<file path="config.mk">
export PLATFORM = sky130hd
export DESIGN_NAME = lif_layer_scheduler
export DESIGN_NICKNAME = d
export VERILOG_FILES = /design/src/rtl/lif_pkg.sv /design/src/rtl/lif_update_unit.sv /design/src/rtl/lif_layer_scheduler.sv
export SDC_FILE = /design/constraint.sdc
export NUM_CORES = 1
export LEC_CHECK = 0
export CAP_MARGIN = 20
export CELL_PAD_IN_SITES_DETAIL_PLACEMENT = 1
export CELL_PAD_IN_SITES_GLOBAL_PLACEMENT = 2
export CORE_UTILIZATION = 42
export CTS_BUF_LIST = sky130_fd_sc_hd__clkbuf_16
export CTS_CLUSTER_SIZE = 30
export DETAILED_ROUTE_END_ITERATION = 10
export GPL_ROUTABILITY_DRIVEN = 0
export PLACE_DENSITY_LB_ADDON = 0.1
export SYNTH_ARGS = -nofsm -noshare
export SYNTH_HDL_FRONTEND = slang
export SYNTH_SLANG_ARGS = --single-unit
export TNS_END_PERCENT = 5
</file>
<file path="constraint.sdc">
create_clock -name clk -period 6.8 [get_ports clk]
set_clock_uncertainty 0.1 [all_clocks]
set_input_delay 1.36 -clock clk [delete_from_list [all_inputs] [get_ports clk]]
set_output_delay 1.36 -clock clk [all_outputs]
set_load 0.01 [all_outputs]
</file>
<file path="src/rtl/lif_pkg.sv">
// Shared types and helpers for the time-multiplexed LIF layer.
package lif_pkg;

  // Default membrane potential width and its container type
  localparam int unsigned POT_W = 8;
  typedef logic [POT_W-1:0] pot_t;

  // Default fixed-point scaling: an active input adds 1.0 = 1 << FRAC_BITS_DEF
  localparam int unsigned FRAC_BITS_DEF = 5;
  localparam int unsigned ONE = 32'd1 << FRAC_BITS_DEF;

  // Scheduler sweep states
  typedef enum logic [1:0] {
    S_IDLE   = 2'd0,
    S_CLEAR  = 2'd1,
    S_UPDATE = 2'd2,
    S_OUTPUT = 2'd3
  } state_e;

  // Width that holds pot * lambda_num without overflow
  function automatic int unsigned prod_width(input int unsigned w, input int unsigned lambda_num);
    return w + $clog2(lambda_num + 1);
  endfunction

  // Raw value of an input weight of 1.0 for a given fractional width
  function automatic int unsigned one_of(input int unsigned frac_bits);
    return 32'd1 << frac_bits;
  endfunction

endpackage

</file>
<file path="src/rtl/lif_update_unit.sv">
// Combinational single-neuron LIF step: leak, integrate, saturate, threshold.
module lif_update_unit
  import lif_pkg::*;
#(
  parameter int unsigned W          = POT_W,
  parameter int unsigned FRAC_BITS  = FRAC_BITS_DEF,
  parameter int unsigned LAMBDA_NUM = 8,
  parameter int unsigned LAMBDA_DEN = 10,
  parameter int unsigned THRESH     = 40,
  parameter int unsigned RESET_VAL  = 0
) (
  input  logic [W-1:0] pot_in_i,
  input  logic         in_bit_i,
  output logic [W-1:0] pot_out_o,
  output logic         spike_o
);

  localparam int unsigned PW = prod_width(W, LAMBDA_NUM);
  localparam int unsigned SW = W + 1;

  logic [PW-1:0] prod_c;
  logic [W-1:0]  leak_c;
  logic [SW-1:0] sum_c;
  logic [W-1:0]  sat_c;

  // Leak is truncating; with LAMBDA_NUM <= LAMBDA_DEN it always fits in W bits
  always_comb begin
    prod_c    = PW'(pot_in_i) * PW'(LAMBDA_NUM);
    leak_c    = W'(prod_c / PW'(LAMBDA_DEN));
    sum_c     = SW'(leak_c) + (in_bit_i ? SW'(one_of(FRAC_BITS)) : SW'(0));
    sat_c     = sum_c[W] ? {W{1'b1}} : sum_c[W-1:0];
    spike_o   = (sat_c >= W'(THRESH));
    pot_out_o = spike_o ? W'(RESET_VAL) : sat_c;
  end

endmodule

</file>
<file path="src/rtl/lif_layer_scheduler.sv">
// Sweeps N virtual LIF neurons through one shared update unit per timestep.
module lif_layer_scheduler
  import lif_pkg::*;
#(
  parameter int unsigned N          = 4,
  parameter int unsigned W          = POT_W,
  parameter int unsigned FRAC_BITS  = FRAC_BITS_DEF,
  parameter int unsigned LAMBDA_NUM = 8,
  parameter int unsigned LAMBDA_DEN = 10,
  parameter int unsigned THRESH     = 40,
  parameter int unsigned RESET_VAL  = 0
) (
  input  logic         clk,
  input  logic         rst_n,
  input  logic         in_valid,
  output logic         in_ready,
  input  logic [N-1:0] in_bits,
  output logic         out_valid,
  input  logic         out_ready,
  output logic [N-1:0] out_spikes,
  input  logic         clear,
  output logic         busy
);

  localparam int unsigned IW = (N > 1) ? $clog2(N) : 1;

  state_e        state_q;
  logic [IW-1:0] idx_q;
  logic [N-1:0]  bits_q;
  logic [N-1:0]  shadow_q;
  logic [N-1:0]  shadow_d;
  logic [N-1:0]  spikes_q;
  logic [W-1:0]  pot_q [N];

  logic [W-1:0]  upd_pot;
  logic          upd_spike;

  lif_update_unit #(
    .W          (W),
    .FRAC_BITS  (FRAC_BITS),
    .LAMBDA_NUM (LAMBDA_NUM),
    .LAMBDA_DEN (LAMBDA_DEN),
    .THRESH     (THRESH),
    .RESET_VAL  (RESET_VAL)
  ) u_update (
    .pot_in_i  (pot_q[idx_q]),
    .in_bit_i  (bits_q[idx_q]),
    .pot_out_o (upd_pot),
    .spike_o   (upd_spike)
  );

  // Shadow spike vector including the neuron being updated this cycle
  always_comb begin
    shadow_d        = shadow_q;
    shadow_d[idx_q] = upd_spike;
  end

  // FSM, index counter, potential array and output register
  always_ff @(posedge clk or negedge rst_n) begin
    if (!rst_n) begin
      state_q  <= S_IDLE;
      idx_q    <= '0;
      bits_q   <= '0;
      shadow_q <= '0;
      spikes_q <= '0;
      for (int i = 0; i < int'(N); i++) pot_q[i] <= W'(RESET_VAL);
    end else begin
      case (state_q)
        S_IDLE: begin
          if (clear) begin
            state_q <= S_CLEAR;
          end else if (in_valid) begin
            bits_q   <= in_bits;
            idx_q    <= '0;
            shadow_q <= '0;
            state_q  <= S_UPDATE;
          end
        end
        S_CLEAR: begin
          for (int i = 0; i < int'(N); i++) pot_q[i] <= W'(RESET_VAL);
          state_q <= S_IDLE;
        end
        S_UPDATE: begin
          pot_q[idx_q] <= upd_pot;
          shadow_q     <= shadow_d;
          if (idx_q == IW'(N - 1)) begin
            spikes_q <= shadow_d;
            state_q  <= S_OUTPUT;
          end else begin
            idx_q <= idx_q + IW'(1);
          end
        end
        S_OUTPUT: begin
          if (out_ready) state_q <= S_IDLE;
        end
        default: state_q <= S_IDLE;
      endcase
    end
  end

  // Handshake and status decode; in_ready drops the same cycle clear is seen
  assign in_ready   = rst_n && (state_q == S_IDLE) && !clear;
  assign out_valid  = (state_q == S_OUTPUT);
  assign out_spikes = spikes_q;
  assign busy       = (state_q != S_IDLE);

endmodule

</file>
==> results of run 1 <==
==> layout make-up <==
class / count / area (um2) / area share
Timing Repair Buffer: 17 / 160.2 / 0.04487
Clock inverter: 2 / 33.78 / 0.009464
Tap cell: 99 / 123.9 / 0.03470
Inverter: 12 / 45.04 / 0.01262
Clock buffer: 5 / 125.1 / 0.03505
Sequential cell: 47 / 1176 / 0.3295
Multi-Input combinational cell: 248 / 1906 / 0.5338
==> worst min path at each step <==
stage               depth (start not counted)                        end
floorplan                                   1      pot_q[15]$_DFFE_PN0P_
global route                                1  out_spikes[0]$_DFFE_PN0P_
CTS                                         1  out_spikes[2]$_DFFE_PN0P_
detailed placement                          1  out_spikes[1]$_DFFE_PN0P_
finish                                      1       pot_q[7]$_DFFE_PN0P_
global placement                            1  out_spikes[0]$_DFFE_PN0P_
==> cells by family after synthesis <==
logic type,count (synthesis)
adder cells (fa/ha/maj),10
XOR/XNOR,5
flip-flops,47
multiplexers,26
buffers and inverters,38
AND/OR/NAND/NOR,98
AO/OA/AOI/OAI,109
==> state kept, by name (all words and copies together) (netlist names) <==
name / count
shadow_q: 3
bits_q: 4
pot_q: 32
out_spikes: 4
state_q: 2
idx_q: 2
==> layer usage <==
layer	up-vias	part of all wire	GRT usage
met5	-	0	0
met4	0	0.010	0.04167
met3	9	0.023	0.02862
met2	40	0.49	0.3830
met1	1301	0.47	0.2960
li1	1232	-	-
==> cells in the mapped netlist, types with 3 or more instances <==
cell	n
a211oi_1	3
a21o_1	3
a21oi_1	12
a22o_1	6
a31oi_1	3
a32o_2	4
and2_1	10
buf_2	7
buf_6	3
clkbuf_1	13
dfrtp_1	47
ha_1	8
inv_1	11
mux2_2	10
mux2i_1	7
mux4_2	6
nand2_1	22
nand2b_1	10
nand3_1	8
nor2_1	12
nor2b_1	11
nor3_1	4
o211ai_1	3
o21ai_0	26
o21ai_1	9
o31ai_1	9
o31ai_2	3
or2_2	6
xnor2_1	3
==> worst reg2reg max path, delay by kind of cell, from the launching register on <==
family	cells	cell delay, ns
AOI/OAI and AO/OA	4	1.47
and+or+nand+nor	4	1.10
muxes	2	0.85
DFF	1	0.83
adders and majority gates	2	0.40
==> power groups by stage <==
stage / sequential [uW] / clock [uW] / combinational, uW
finish: 453 / 268 / 1050
global route: 466 / 284 / 1160
CTS: 454 / 274 / 1060
detailed placement: 456 / 0 / 1050
global placement: 455 / 0 / 1040
floorplan: 400 / 0 / 855
==> through the flow <==
stage / util / hold WS, ns / cells / setup slack (ns)
CTS: 0.4818 / 0.3919 / 430 / 1.851
finish: 0.4818 / 0.3855 / 430 / 1.942
global placement: 0.4604 / 0.3667 / 423 / 1.980
detailed placement: 0.4604 / 0.3731 / 423 / 1.937
global route: 0.4818 / 0.4075 / 430 / 1.519
floorplan: - / 0.3477 / 333 / 2.855
==> impl_metrics.json, run 1 <==
{
  "run_status": "completed",
  "irDropWorstVdd_mv": 0.1945,
  "clk_transition_reported_paths_ns": 0.06,
  "nFillCells": 850,
  "grt_usage": 0.2203,
  "cts-hold-fix-buffers": 0,
  "grt_remaining_overflow": 0,
  "worstHoldPathType": "flop to flop",
  "mux_share_of_post_synthesis_cell_area": 0.1199,
  "synth_sequential_area_ratio": 0.3591,
  "cts_root_buf": "clkbuf_16",
  "routedWlPerCell_um": 19.43,
  "critical_path.top_delay_family": "compound AO/OA/AOI/OAI gates",
  "crit_chain": "mux4_2 > nor2b_1 > a22o_1 > nand2_1 > o311a_1 > ha_1 > ha_1 > mux2i_1 > or2_2 > a21oi_1 > nand2_1 > o31ai_1",
  "sequentialPowerShare": 0.255,
  "cts.path.max_buffers": 2,
  "placementRows": 31,
  "detailedPlacementHpwl_um": 5942,
  "synth_warnings": 0,
  "first_pass_iters": 4,
  "yosys.area_share.simple": 0.1681,
  "synth-xor-area-share": 0.01566,
  "r2r_setup_slack_ns": 1.94,
  "cp-end-kind": "flop",
  "final_min_period_over_clock_period": 0.7144,
  "crit_path_start_kind": "flop",
  "area_growth_pct": 8.976,
  "crit_cells": 12,
  "grt_max_degree": 49,
  "finalMaxSlewViolations": 0,
  "p_comb_frac": 0.594,
  "synth_cell_types": 76,
  "worst_setup_path_endpoint": "pot_q[18]$_DFFE_PN0P_",
  "post-route-drc-count": 0,
  "clock-sinks": 47,
  "synth_edf_count": 0,
  "cap_violations": 0,
  "dpl-instance-area_um2": 3411,
  "floorplan.die_area_um2": 8156,
  "vias_in_the_first_global_route": 2709,
  "cp_data_arrival_time_ns": 4.94,
  "cts_repair_resize_count": 0,
  "switching_share": 0.4629,
  "latest_clock_arrival_within_the_worst_skew_pair_ns": 0.28,
  "syn_area_um2": 3276,
  "post_cts_buffers": 0,
  "yosys.area.top_type_share": 0.3591,
  "layout_min_cycle_time_ns": 4.858,
  "fp.dieH_um": 90.31,
  "core-area_um2": 7408,
  "route.vias.total": 2582,
  "power-per-cell-area_nw_per_um2": 497.0,
  "worst_r2r_startpoint": "idx_q[0]$_DFFE_PN0P_",
  "final_layout_size_suffix_gt1_frac": 0.1692,
  "ys_seq_elements": 47,
  "criticalPathCategory": "flop to flop",
  "tritoncts": "yes",
  "die-width_um": 90.31,
  "ctsHtreeMaxLevel": 2,
  "cellInternalPower_uw": 952.8,
  "synth_fa_ha_area_frac": 0.03705,
  "detail_route.vias_per_cell": 6.005,
  "setup.worst_path.start": "idx_q[0]$_DFFE_PN0P_",
  "asyncSetResetFlopFracSynth": 1.000,
  "first_iter_violations": 98,
  "final_net_count": 348,
  "clock.fmax_ghz": 0.2058,
  "synth_top_cell_by_area": "dfrtp_1",
  "setup_total_negative_slack_ns": 0,
  "stdcell_area_um2": 3570,
  "hold_path_startpoint": "pot_q[7]$_DFFE_PN0P_",
  "cts_buffers": 5,
  "timing.critical_path.fanout_max": 16,
  "final_antenna_net_count": 0,
  "syn_avg_cell_area_um2": 9.837,
  "synth_fp_nets": 350,
  "io_buffer_count": 15,
  "top_level_pins": 16,
  "critical_path.n_buffers_inverters": 0,
  "final-setup-viol-count": 0,
  "clock_power_share": 0.151,
  "postRouteWirelength_um": 8355,
  "synth_top_family_by_area": "compound AO/OA/AOI/OAI gates",
  "tightest_slew_ns": 1.053,
  "power_leakage_uw": 0.001493,
  "netlist_top_cells_area": "dfrtp_1, mux4_2, o21ai_0, mux2_2, ha_1",
  "start_util": 0.4422,
  "rr_worst_depth": 12,
  "critical-path-max-stage-delay_ns": 0.83,
  "switchingPower_uw": 821.2,
  "antennaDiodeCount": 0,
  "relSlewSlack": 0.2982,
  "synth-main-ff-cell": "dfrtp_1",
  "most_common_library_cell_in_the_layout_ignoring_fill_and_taps": "dfrtp_1",
  "library_cell_contributing_the_largest_single_delay_on_the_critical_path": "dfrtp_1",
  "layout.cells.most_common_list": "dfrtp_1, o21ai_0, nand2_1",
  "synthCells": 333,
  "wire_length_of_the_first_global_routing_pass_um": 14290,
  "synth-compound-area-share": 0.2410,
  "antenna_violations_before_repair": 0,
  "worstPathRequired_ns": 6.88,
  "regToRegEndpoint": "pot_q[18]$_DFFE_PN0P_",
  "rsz0062_at_grt": "false",
  "final_hold_viol_count": 0,
  "fin_total_pwr_uw": 1774
}
Power figures use the tool's default switching activity.
==> inputs of run 2 (changes only) <==
--- a/config.mk
+++ b/config.mk
@@ -8,7 +8,7 @@
 export CAP_MARGIN = 20
 export CELL_PAD_IN_SITES_DETAIL_PLACEMENT = 1
 export CELL_PAD_IN_SITES_GLOBAL_PLACEMENT = 2
-export CORE_UTILIZATION = 42
+export CORE_UTILIZATION = 36
 export CTS_BUF_LIST = sky130_fd_sc_hd__clkbuf_16
 export CTS_CLUSTER_SIZE = 30
 export DETAILED_ROUTE_END_ITERATION = 10
==> constraint.sdc (replaced) <==
create_clock -name clk -period 4.3 [get_ports clk]
set_clock_uncertainty 0.1 [all_clocks]
set_input_delay 0.86 -clock clk [delete_from_list [all_inputs] [get_ports clk]]
set_output_delay 0.86 -clock clk [all_outputs]
set_load 0.01 [all_outputs]
==> run 2 against run 1 <==
Effect of this change: maximum frequency is 21% higher; clock power rose by 35%; die area rose by 16%; sequential power up 54%; count of clock-buffer cells in the layout stayed put.
==> impl_metrics.json, run 2 (synthesized netlist as in run 1, its figures left out) <==
{
  "run_status": "completed",
  "sequentialPowerShare": 0.239,
  "critical-path-top-cell-by-count": "buf_4",
  "post-route-drc-count": 0,
  "tightest_slew_ns": 0.7196,
  "die-width_um": 97.39,
  "vias_in_the_first_global_route": 2844,
  "cp_data_arrival_time_ns": 4.15,
  "first_pass_iters": 4,
  "ff_latch_area_um2": 1177,
  "finalMaxSlewViolations": 0,
  "cts_buffers": 5,
  "ctsHtreeMaxLevel": 2,
  "latest_clock_arrival_within_the_worst_skew_pair_ns": 0.28,
  "clk_transition_reported_paths_ns": 0.06,
  "worstPathRequired_ns": 4.42,
  "largest_reg_flops": 32,
  "routedWlPerCell_um": 19.60,
  "grt_max_degree": 48,
  "antenna_violations_before_repair": 0,
  "library_cell_contributing_the_largest_single_delay_on_the_critical_path": "dfrtp_1",
  "cts-hold-fix-buffers": 0,
  "setup_total_negative_slack_ns": 0,
  "floorplan.die_area_um2": 9485,
  "power-per-cell-area_nw_per_um2": 783.6,
  "crit_chain": "buf_4 > mux4_2 > buf_4 > xnor2_2 > nor2_1 > o21ai_1 > o21a_1 > nand2_1 > a21oi_1 > a31oi_1 > ha_1 > maj3_2 > mux2_2 > a311oi_1 > o21a_2 > a32o_2",
  "final_hold_viol_count": 0,
  "detail_route.vias_per_cell": 5.718,
  "crit_path_start_kind": "flop",
  "worst_r2r_startpoint": "idx_q[1]$_DFFE_PN0P_",
  "final_min_period_over_clock_period": 0.9369,
  "criticalPathCategory": "flop to flop",
  "fin_total_pwr_uw": 2920,
  "critical-path-max-stage-delay_ns": 0.53,
  "fp.dieH_um": 97.39,
  "nFillCells": 998,
  "cellInternalPower_uw": 1573,
  "hold_path_end": "out_spikes[1]$_DFFE_PN0P_",
  "placementRows": 34,
  "postLayoutCoreUtil": 0.4252,
  "final_cell_count_no_fill": 461,
  "top_level_pins": 16,
  "rr_worst_depth": 16,
  "cts_root_buf": "clkbuf_16",
  "cp-end-kind": "flop",
  "clock_power_share": 0.124,
  "worstHoldPathType": "flop to flop",
  "regToRegEndpoint": "pot_q[1]$_DFFE_PN0P_",
  "clock-sinks": 47,
  "layout.cells.most_common_list": "dfrtp_1, o21ai_0, buf_4",
  "final_antenna_net_count": 0,
  "tritoncts": "yes",
  "first_iter_violations": 73,
  "multi_input_area_um2": 1913,
  "hold_path_startpoint": "out_spikes[1]$_DFFE_PN0P_",
  "dpl.cell_count": 453,
  "cts.path.max_buffers": 2,
  "wire_length_of_the_first_global_routing_pass_um": 15150,
  "setup.worst_path.start": "idx_q[1]$_DFFE_PN0P_",
  "postRouteWirelength_um": 9034,
  "final-setup-viol-count": 0,
  "final_net_count": 369,
  "route.vias.total": 2636,
  "hold-path-cell-count": 1,
  "rsz0062_at_grt": "false",
  "cap_violations": 0,
  "relSlewSlack": 0.5152,
  "final_layout_size_suffix_gt1_frac": 0.2210,
  "largest_register": "pot_q",
  "detailedPlacementHpwl_um": 6850,
  "grt_usage": 0.2000,
  "grt_remaining_overflow": 0,
  "core-area_um2": 8763,
  "clock.fmax_ghz": 0.2482,
  "start_util": 0.3738,
  "switchingPower_uw": 1347,
  "r2r_setup_slack_ns": 0.27,
  "power_leakage_uw": 0.001595,
  "io_buffer_count": 15,
  "irDropWorstVdd_mv": 0.3014,
  "area_growth_pct": 13.75,
  "layout_min_cycle_time_ns": 4.029,
  "antennaDiodeCount": 0,
  "timing.critical_path.fanout_max": 10,
  "switching_share": 0.4613,
  "p_comb_frac": 0.637,
  "most_common_library_cell_in_the_layout_ignoring_fill_and_taps": "dfrtp_1"
}
-- run 2: cell types whose count changed in the layout (fill, tap and decap cells not counted), sizes merged --
cell | before | now
buf | 3 | 24
bufinv | 1 | 0
clkinv | 0 | 1
inv | 13 | 14
-- run 2: layout make-up --
class | count | area share
Multi-Input combinational cell | 248 | 0.5134
Sequential cell | 47 | 0.3160
Timing Repair Buffer | 38 | 0.08529
Tap cell | 108 | 0.03627
Clock buffer | 5 | 0.03358
Inverter | 12 | 0.01209
Clock inverter | 3 | 0.003358
-- run 2: worst max-delay path: cells and delay by family, from the launching register on --
kind            cells  cell delay [ns]
simple gates        2             0.12
buf+inv             2             0.45
fa+ha+maj           2             0.54
xor+xnor            1             0.27
mux                 2             0.69
compound gates      7             1.25
flops               1             0.53
-- run 2: per-stage QoR --
stage | worst slack (ns) | hold slack (ns) | area, um2
floorplan | 0.3546 | 0.3477 | 3276
global placement | 0.2093 | 0.3637 | 3580
detailed placement | 0.1438 | 0.3663 | 3580
CTS | 0.1267 | 0.3888 | 3717
global route | 0.04224 | 0.4091 | 3726
finish | 0.2713 | 0.3830 | 3726
-- run 2: routing by layer --
| metal | global-route usage | up-vias | share of wire |
|---|---|---|---|
| li1 | - | 1272 | - |
| met1 | 0.2604 | 1327 | 0.47 |
| met2 | 0.3669 | 30 | 0.51 |
| met3 | 0.01727 | 7 | 0.015 |
| met4 | 0.02941 | 0 | 0.0061 |
| met5 | 0 | - | 0 |
-- run 2: timing repair --
action | 4_1_cts | 5_1_grt
buffers inserted | 0 | 0
endpoints found under the setup margin | 0 | 5
resized for setup | 0 | 2
-- run 2: power groups by stage --
stage / registers, uW / clock network [uW] / logic, uW
final: 697 / 362 / 1860
after global routing: 719 / 390 / 2040
after CTS: 698 / 375 / 1880
after detailed placement: 706 / 0 / 1870
after global placement: 699 / 0 / 1840
after floorplan: 632 / 0 / 1350
-- run 2: worst max-delay path by stage --
stage	endpoint	slack, ns	depth (start not counted)
after global placement	pot_q[25]$_DFFE_PN0P_	0.21	15
final	pot_q[1]$_DFFE_PN0P_	0.27	16
after floorplan	pot_q[17]$_DFFE_PN0P_	0.35	17
after CTS	pot_q[1]$_DFFE_PN0P_	0.13	15
after global routing	pot_q[9]$_DFFE_PN0P_	0.04	16
after detailed placement	pot_q[1]$_DFFE_PN0P_	0.14	15
